$ cat src/rtl/program_launcher.sv
// program_launcher: runs a batch of programs on a processor under test.
// Each batch is one reset phase, then a start pulse and ack wait per program.
module program_launcher #(
  parameter int unsigned RST_CYC     = 2,
  parameter logic [15:0] TIMEOUT_CYC = 16'd50000
) (
  input  logic        Clk,
  input  logic        Reset,
  input  logic        Go,
  input  logic [2:0]  NumProgs,
  output logic        DutReset,
  output logic        DutStart,
  input  logic        DutAck,
  output logic        Busy,
  output logic        Done,
  output logic        TimedOut,
  output logic [2:0]  ProgIdx,
  output logic        ProgDone,
  output logic [15:0] CycleCount
);

  localparam int unsigned IDX_W = 3;
  localparam int unsigned CNT_W = 16;
  localparam int unsigned RST_W = (RST_CYC > 1) ? $clog2(RST_CYC) : 1;
  localparam logic [RST_W-1:0] RST_LAST = RST_W'(RST_CYC - 1);

  typedef enum logic [2:0] {
    S_IDLE   = 3'd0,
    S_RST    = 3'd1,
    S_START  = 3'd2,
    S_WAIT   = 3'd3,
    S_FINISH = 3'd4
  } state_t;

  state_t           state, state_nxt;
  logic [RST_W-1:0] rst_cnt, rst_cnt_nxt;
  logic [CNT_W-1:0] wait_cnt, wait_cnt_nxt, wait_now;
  logic             arm, arm_nxt;
  logic [IDX_W-1:0] num_progs, num_progs_nxt;
  logic [IDX_W-1:0] idx_nxt;
  logic             timed_nxt;
  logic [CNT_W-1:0] cc_nxt;
  logic             pdone_nxt;

  // Next-state and next-output logic; every register holds unless changed below.
  always_comb begin
    state_nxt     = state;
    rst_cnt_nxt   = rst_cnt;
    wait_cnt_nxt  = wait_cnt;
    arm_nxt       = arm;
    num_progs_nxt = num_progs;
    idx_nxt       = ProgIdx;
    timed_nxt     = TimedOut;
    cc_nxt        = CycleCount;
    pdone_nxt     = 1'b0;
    wait_now      = wait_cnt + CNT_W'(1);

    unique case (state)
      S_IDLE, S_FINISH: begin
        if (Go) begin
          timed_nxt = 1'b0;
          if (NumProgs == '0) begin
            state_nxt = S_FINISH;
          end else begin
            state_nxt     = S_RST;
            num_progs_nxt = NumProgs;
            idx_nxt       = '0;
            rst_cnt_nxt   = '0;
          end
        end
      end
      S_RST: begin
        if (rst_cnt == RST_LAST) state_nxt = S_START;
        else                     rst_cnt_nxt = rst_cnt + RST_W'(1);
      end
      S_START: begin
        wait_cnt_nxt = '0;
        arm_nxt      = 1'b0;
        state_nxt    = S_WAIT;
      end
      S_WAIT: begin
        wait_cnt_nxt = wait_now;
        // A low Ack proves the previous program's done flag has been released.
        if (!DutAck) arm_nxt = 1'b1;
        if (DutAck && arm) begin
          cc_nxt    = wait_now;
          pdone_nxt = 1'b1;
          if (ProgIdx == IDX_W'(num_progs - IDX_W'(1))) begin
            state_nxt = S_FINISH;
          end else begin
            idx_nxt   = ProgIdx + IDX_W'(1);
            state_nxt = S_START;
          end
        end else if (wait_now == TIMEOUT_CYC) begin
          timed_nxt = 1'b1;
          cc_nxt    = TIMEOUT_CYC;
          state_nxt = S_FINISH;
        end
      end
      default: state_nxt = S_IDLE;
    endcase
  end

  // State and output registers; phase outputs are decoded from the next state.
  always_ff @(posedge Clk) begin
    if (Reset) begin
      state      <= S_IDLE;
      rst_cnt    <= '0;
      wait_cnt   <= '0;
      arm        <= 1'b0;
      num_progs  <= '0;
      DutReset   <= 1'b1;
      DutStart   <= 1'b0;
      Busy       <= 1'b0;
      Done       <= 1'b0;
      TimedOut   <= 1'b0;
      ProgIdx    <= '0;
      ProgDone   <= 1'b0;
      CycleCount <= '0;
    end else begin
      state      <= state_nxt;
      rst_cnt    <= rst_cnt_nxt;
      wait_cnt   <= wait_cnt_nxt;
      arm        <= arm_nxt;
      num_progs  <= num_progs_nxt;
      DutReset   <= (state_nxt == S_RST);
      DutStart   <= (state_nxt == S_START);
      Busy       <= (state_nxt == S_RST) || (state_nxt == S_START) || (state_nxt == S_WAIT);
      Done       <= (state_nxt == S_FINISH);
      TimedOut   <= timed_nxt;
      ProgIdx    <= idx_nxt;
      ProgDone   <= pdone_nxt;
      CycleCount <= cc_nxt;
    end
  end

endmodule

$ cat config.mk
export PLATFORM = sky130hd
export DESIGN_NAME = program_launcher
export DESIGN_NICKNAME = d
export VERILOG_FILES = /design/src/rtl/program_launcher.sv
export SDC_FILE = /design/constraint.sdc
export NUM_CORES = 1
export LEC_CHECK = 0
export ABC_AREA = 0
export CELL_PAD_IN_SITES_DETAIL_PLACEMENT = 0
export CELL_PAD_IN_SITES_GLOBAL_PLACEMENT = 1
export CORE_AREA = 2 2 82 100
export CTS_CLUSTER_DIAMETER = 150
export DETAILED_ROUTE_END_ITERATION = 16
export DIE_AREA = 0 0 84 102
export HOLD_SLACK_MARGIN = 0.15
export MAX_ROUTING_LAYER = met4
export PLACE_DENSITY_LB_ADDON = 0.1
export SYNTH_ARGS = -nofsm -noshare
export SYNTH_HDL_FRONTEND = slang
export SYNTH_SLANG_ARGS = --single-unit
export TNS_END_PERCENT = 50
$ cat constraint.sdc
create_clock -name Clk -period 4.46 [get_ports Clk]
set_input_delay 1.338 -clock Clk [delete_from_list [all_inputs] [get_ports Clk]]
set_output_delay 1.338 -clock Clk [all_outputs]
set_load 0.005 [all_outputs]
# ---- Word level (Yosys, flattened, before mapping)
# Index checks and enable logic that the tools add are counted.
dict set report totals {
  regBits 49
  input_bits 7
  out_inout_bits 25
}
dict set report op_classes {
  addsub 4
  n_eq_ne 17
  n_mux 26
  bitwise 2
  reduce_logical 17
}
# op n
set ops {}
lappend ops {{$mux 16} 2}
lappend ops {{$pmux 16 s2} 1}
lappend ops {{$mux 3} 10}
lappend ops {{$add 16x1->16 const B} 1}
lappend ops {{$eq 16x16->1 const B} 1}
lappend ops {{$ne 2x2->1 const B} 7}
lappend ops {{$eq 3x2->1 const B} 4}
lappend ops {{$pmux 3 s4} 1}
lappend ops {{$mux 1} 8}
lappend ops {{$reduce_bool 2->1} 4}
lappend ops {{$eq 3x1->1 const B} 2}
lappend ops {{$eq 3x3->1 const B} 2}
lappend ops {{$logic_not 3->1} 2}
lappend ops {{$pmux 1 s2} 3}
lappend ops {{$pmux 3 s2} 1}
lappend ops {{$reduce_and 3->1} 2}
lappend ops {{$reduce_and 5->1} 1}
lappend ops {{$reduce_and 2->1} 2}
lappend ops {{$reduce_and 4->1} 1}
lappend ops {{$reduce_or 2->1} 2}
lappend ops {{$add 3x1->3 const B} 1}
lappend ops {{$eq 3x3->1} 1}
lappend ops {{$sub 3x1->3 const B} 1}
lappend ops {{$logic_or 1x1->1} 2}
lappend ops {{other kinds (3)} 4}

# ---- Longest topological paths before layout
dict set report logic_depth {
  depth_word 8
  mapped_depth 9
  mapped_depth_nobuf 8
}

# ---- Worst setup path before layout
# No wires, ideal clock.
dict set report synth_path {
  kind {input to register}
  start {in NumProgs[2]}
  end {reg DutReset}
  setup_time_ns 0.116
  arrival_ns 2.268
  required_ns 4.344
  slack_ns 2.076
  cell_stages 5
  cell_sequence {nor3_1 or2_2 clkbuf_1 o21ai_0 a31o_2}
}
dict set report synth_between {
  elab_chain_cells 5
}
# item line_no
set synth_lines {}
lappend synth_lines {{start: declaration} 10} ;# input logic [2:0] NumProgs,
lappend synth_lines {{$logic_not 3->1} 62} ;# if (NumProgs == '0) begin
lappend synth_lines {{$mux 3} 62}
lappend synth_lines {{$mux 3} 60} ;# if (Go) begin
lappend synth_lines {{$pmux 3 s4} 58} ;# unique case (state)
lappend synth_lines {{$eq 3x1->1} 126} ;# DutReset <= (state_nxt == S_RST);
lappend synth_lines {{end signal: assignment} 126}
lappend synth_lines {{end: declaration} 11} ;# output logic DutReset,
# No other way between the ends.
# A chain may end at the register's enable or synchronous reset.

==> flow_results.org <==
** Status
- Outcome :: finished clean

** Power and ir drop
- Leakage power figure :: roughly 1.0 nW
- VDD IR-drop max :: 0.000135 V
- Power consumption :: 0.815 mW
- In this run the power density over the cells is 283 nW/um^2.

** Global routing
- Vias in the first global route :: 1997
- Entering global routing, the biggest net connects 22 pins.
- Summed over all layers, the global routing overflow is 0.
- Gr busiest metal :: met2
- For met2 alone, demand over resource in global routing was 26.7%.
- For met1 alone, demand over resource in global routing was a little under a fifth.
- For met3 alone, demand over resource in global routing was 2.26%.
- Aggregate global-route resource usage :: 15.3%
- Wire length of the first global-routing pass :: 10200 um
- Initial antenna violation count :: 0

** Synthesis
- Yosys mapped a number of flops with a built-in enable equal to 0.
- In the synthesized netlist the dominant register cell turns out to be sky130_fd_sc_hd__dfxtp_1.
- When the netlist entered floorplanning its net count stood at 307.
- Count of different cell masters after synthesis :: 48
- The average instance in the mapped netlist occupies 8.26 sq um.
- Number of storage elements in the synthesis netlist :: 49
- After synthesis, the share of flip-flops with an asynchronous set or reset is 0%.
- The Yosys step of the flow raised 0 warnings.
- Summing every instance area after synthesis gives 2450 sq um.
- Post-synthesis sequential area ratio :: 40.1%
- Post-Synthesis Cells :: ~300

** Clock tree
- Clock network latency to the later pin of the worst-skew pair :: 0.31 ns
- No sink is reached through more buffers than the 2 on the longest clock path.
- Post-cts repair resize count :: 0
- CTS placed an instance of sky130_fd_sc_hd__clkbuf_8 at the clock tree root.
- TritonCTS built the clock tree.
- Counting the buffers created by CTS gives 5.
- Hold-fix buffers at CTS :: 0
- Clock transition at path regs :: between 0.1 and 0.15 ns
- After clock tree synthesis, the setup repair step added 0 buffers.
- In this run the number of H-tree levels came out at 2.
- Clock tree synthesis found a total of roughly 50 sinks.

** Floorplan
- In this run the vertical extent of the chip is 102 um.
- Die width :: between 80 and 90 um
- Initial cell density of the core :: 32.3%
- The initialized floorplan defines 35 standard-cell rows.
- The die covers 8570 sq um.
- During I/O placement, the number of pins put on the boundary was 32.
- The floorplan step defined a core boundary enclosing between 7000 and 8000 sq um.

** Drt
- Total vias in the final route :: 2113
- First-pass detailed-route iteration total :: 4
- Post-detailed-route wirelength per cell :: 14.9 um
- ANT nets after route :: 0
- Drt first-iter violations :: 110
- After detailed routing, the number of vias per cell comes to 5.13.
- DRC violation count after routing :: 0
- Post-detailed-routing wire length :: 6160 um

** Cells and area
- Of the cells placed in the final design, the portion with a size suffix greater than 1 is 8.13%.
- # fillers :: 801
- Fin area :: 2880 sq um
- From synthesis to final layout, the design area changed by 17.9%.
- The number of antenna diodes in the final layout is 0.
- Final core utilization :: 38.1%
- After the last flow step, the layout net total stands at 330.
- For this run, the number of standard cells in the final layout without fillers is between 400 and 500.

** STA
- Final hold analysis gives a worst-case slack of approximately 0.46 ns.
- Headroom to the max-slew limit came out at 46.8%.
- Final count of negative-setup-slack endpoints :: 0
- Final Slew Violations :: 0
- Subtracting the final worst setup slack from the clock period gives 2.90 ns.
- For the pin with the worst max-slew slack, the measured transition is ~0.79 ns.
- Clock Skew :: between 0.01 and 0.015 ns
- After layout, the worst setup slack is 1.56 ns.
- RSZ-0062 raised after global routing :: no
- Final setup TNS :: 0 ns
- Derived from the worst setup path, the maximum achievable clock frequency is 0.345 GHz.
- Dividing the final minimum period by the clock period gives between 60% and 70%.
- The number of hold violations in the final report came to 0.

** Place
- Once detailed placement completed, the half-perimeter wirelength came to 4460 um.
- Count of buffers from port buffering :: 31
- At the placement stage, the worst setup path has a slack of 1.18 ns.
- Counting tap cells, the placed design contains a total of 404 instances.
- The congestion estimate from routability-driven global placement came to 0.762.
- Once placement finished, the instance area stood at between 2000 and 3000 sq um.

** Setup path
- STA classifies the critical path endpoint as a flop.
- Arrival @ worst endpoint :: 3.16 ns
- Reg2reg path depth :: 8
- The worst setup path is launched from a primary input.
- The critical path in this run is classified as primary input to flop.
- Along the worst path, the maximum fanout reaches 18.
- Data on the critical path is required at its endpoint by 4.72 ns.

** Job
- The tool flagged a number of max-cap violations equal to 0.

** Min path
- Counting instances, the worst hold path has a depth of 2.
- Worst Hold Class :: flop to flop
cells by family after synthesis:
group	share of synthesized area, %
and+or+nand+nor	25.4
AOI/OAI and AO/OA	18.1
DFF	40.1
buffers and inverters	6.24
xor gates and xnor gates	6.80
adders and majority gates	2.05
muxes	1.33
cells in the mapped netlist (3+ instances only):
cell type                  instances  share of area, %
sky130_fd_sc_hd__a21oi_1          25               5.1
sky130_fd_sc_hd__a221oi_1          5               1.8
sky130_fd_sc_hd__a22o_1           11               3.9
sky130_fd_sc_hd__a31oi_1           3              0.77
sky130_fd_sc_hd__and2_1            4               1.0
sky130_fd_sc_hd__buf_2             4              0.82
sky130_fd_sc_hd__buf_6             3               1.4
sky130_fd_sc_hd__clkbuf_1          9               1.4
sky130_fd_sc_hd__dfxtp_1          49                40
sky130_fd_sc_hd__ha_1              4               2.0
sky130_fd_sc_hd__inv_1            11               1.7
sky130_fd_sc_hd__nand2_1          43               6.6
sky130_fd_sc_hd__nand2b_1          3              0.77
sky130_fd_sc_hd__nand3_1           7               1.4
sky130_fd_sc_hd__nand3b_1          3              0.92
sky130_fd_sc_hd__nand4_1           6               1.5
sky130_fd_sc_hd__nor2_1           29               4.4
sky130_fd_sc_hd__nor2b_1           3              0.77
sky130_fd_sc_hd__nor3_1           16               3.3
sky130_fd_sc_hd__o21ai_0           6               1.2
sky130_fd_sc_hd__xnor2_1           8               2.9
sky130_fd_sc_hd__xor2_1           11               3.9
state kept, by name, indices dropped and copies added (netlist names):
register and count:
Done 1, rst_cnt 1, state 3, TimedOut 1
CycleCount 16, wait_cnt 16, Busy 1, ProgDone 1
arm 1, ProgIdx 3, DutReset 1, num_progs 3
DutStart 1
where the power goes:
part | leakage (nW) | internal (mW) | switching [mW]
logic | 0.568 | 0.0315 | 0.0477
clock network | 0.0452 | 0.115 | 0.170
registers | 0.396 | 0.446 | 0.00498
total | 1.01 | 0.592 | 0.223
layout make-up:
| type | count | area, sq um | share of cell area, % |
|---|---|---|---|
| clock buffer | 5 | 68.8 | 2.39 |
| clock inverter | 3 | 25.0 | 0.868 |
| inverter | 11 | 41.3 | 1.43 |
| multi-input combinational | 217 | 1310 | 45.5 |
| sequential | 49 | 981 | 34.0 |
| tap | 92 | 115 | 3.99 |
| timing repair buffer | 35 | 340 | 11.8 |
worst max-delay path, stage by stage:
cell	delay (ns)
sky130_fd_sc_hd__clkdlybuf4s50_1	0.79
sky130_fd_sc_hd__nor2_1	0.80
sky130_fd_sc_hd__a22o_1	0.23
layout by cell type (no fill, tap or decap), drive strengths merged, types with 4 or more instances in the layout:
| cell | n |
|---|---|
| and2 | 5 |
| nand3 | 8 |
| nor2 | 29 |
| nor3 | 16 |
| a22o | 11 |
| buf | 4 |
| xor2 | 11 |
| ha | 4 |
| xnor2 | 8 |
| nand4 | 6 |
| inv | 13 |
| o21ai | 6 |
| a21oi | 27 |
| clkdlybuf4s50 | 31 |
| clkbuf | 5 |
| dfxtp | 49 |
| a221oi | 5 |
| nand2 | 43 |
final timing paths:
| check | slack [ns] | start | end |
|---|---|---|---|
| min | 0.46 | num_progs[1]$_SDFFE_PP0P_ | num_progs[1]$_SDFFE_PP0P_ |
| max | 1.56 | Reset | CycleCount[5]$_SDFFE_PP0P_ |
| max reg2reg | 1.57 | wait_cnt[0]$_SDFFE_PP0P_ | CycleCount[8]$_SDFFE_PP0P_ |
| min reg2reg | 0.46 | num_progs[1]$_SDFFE_PP0P_ | num_progs[1]$_SDFFE_PP0P_ |
layer usage:
| metal | part of all wire [%] | up-vias |
|---|---|---|
| li1 | - | 1080 |
| met1 | 46 | 987 |
| met2 | 49 | 38 |
| met3 | 2.6 | 8 |
| met4 | 1.6 | 0 |
| met5 | 0 | - |
No activity file was read; power rests on OpenSTA's default activity.
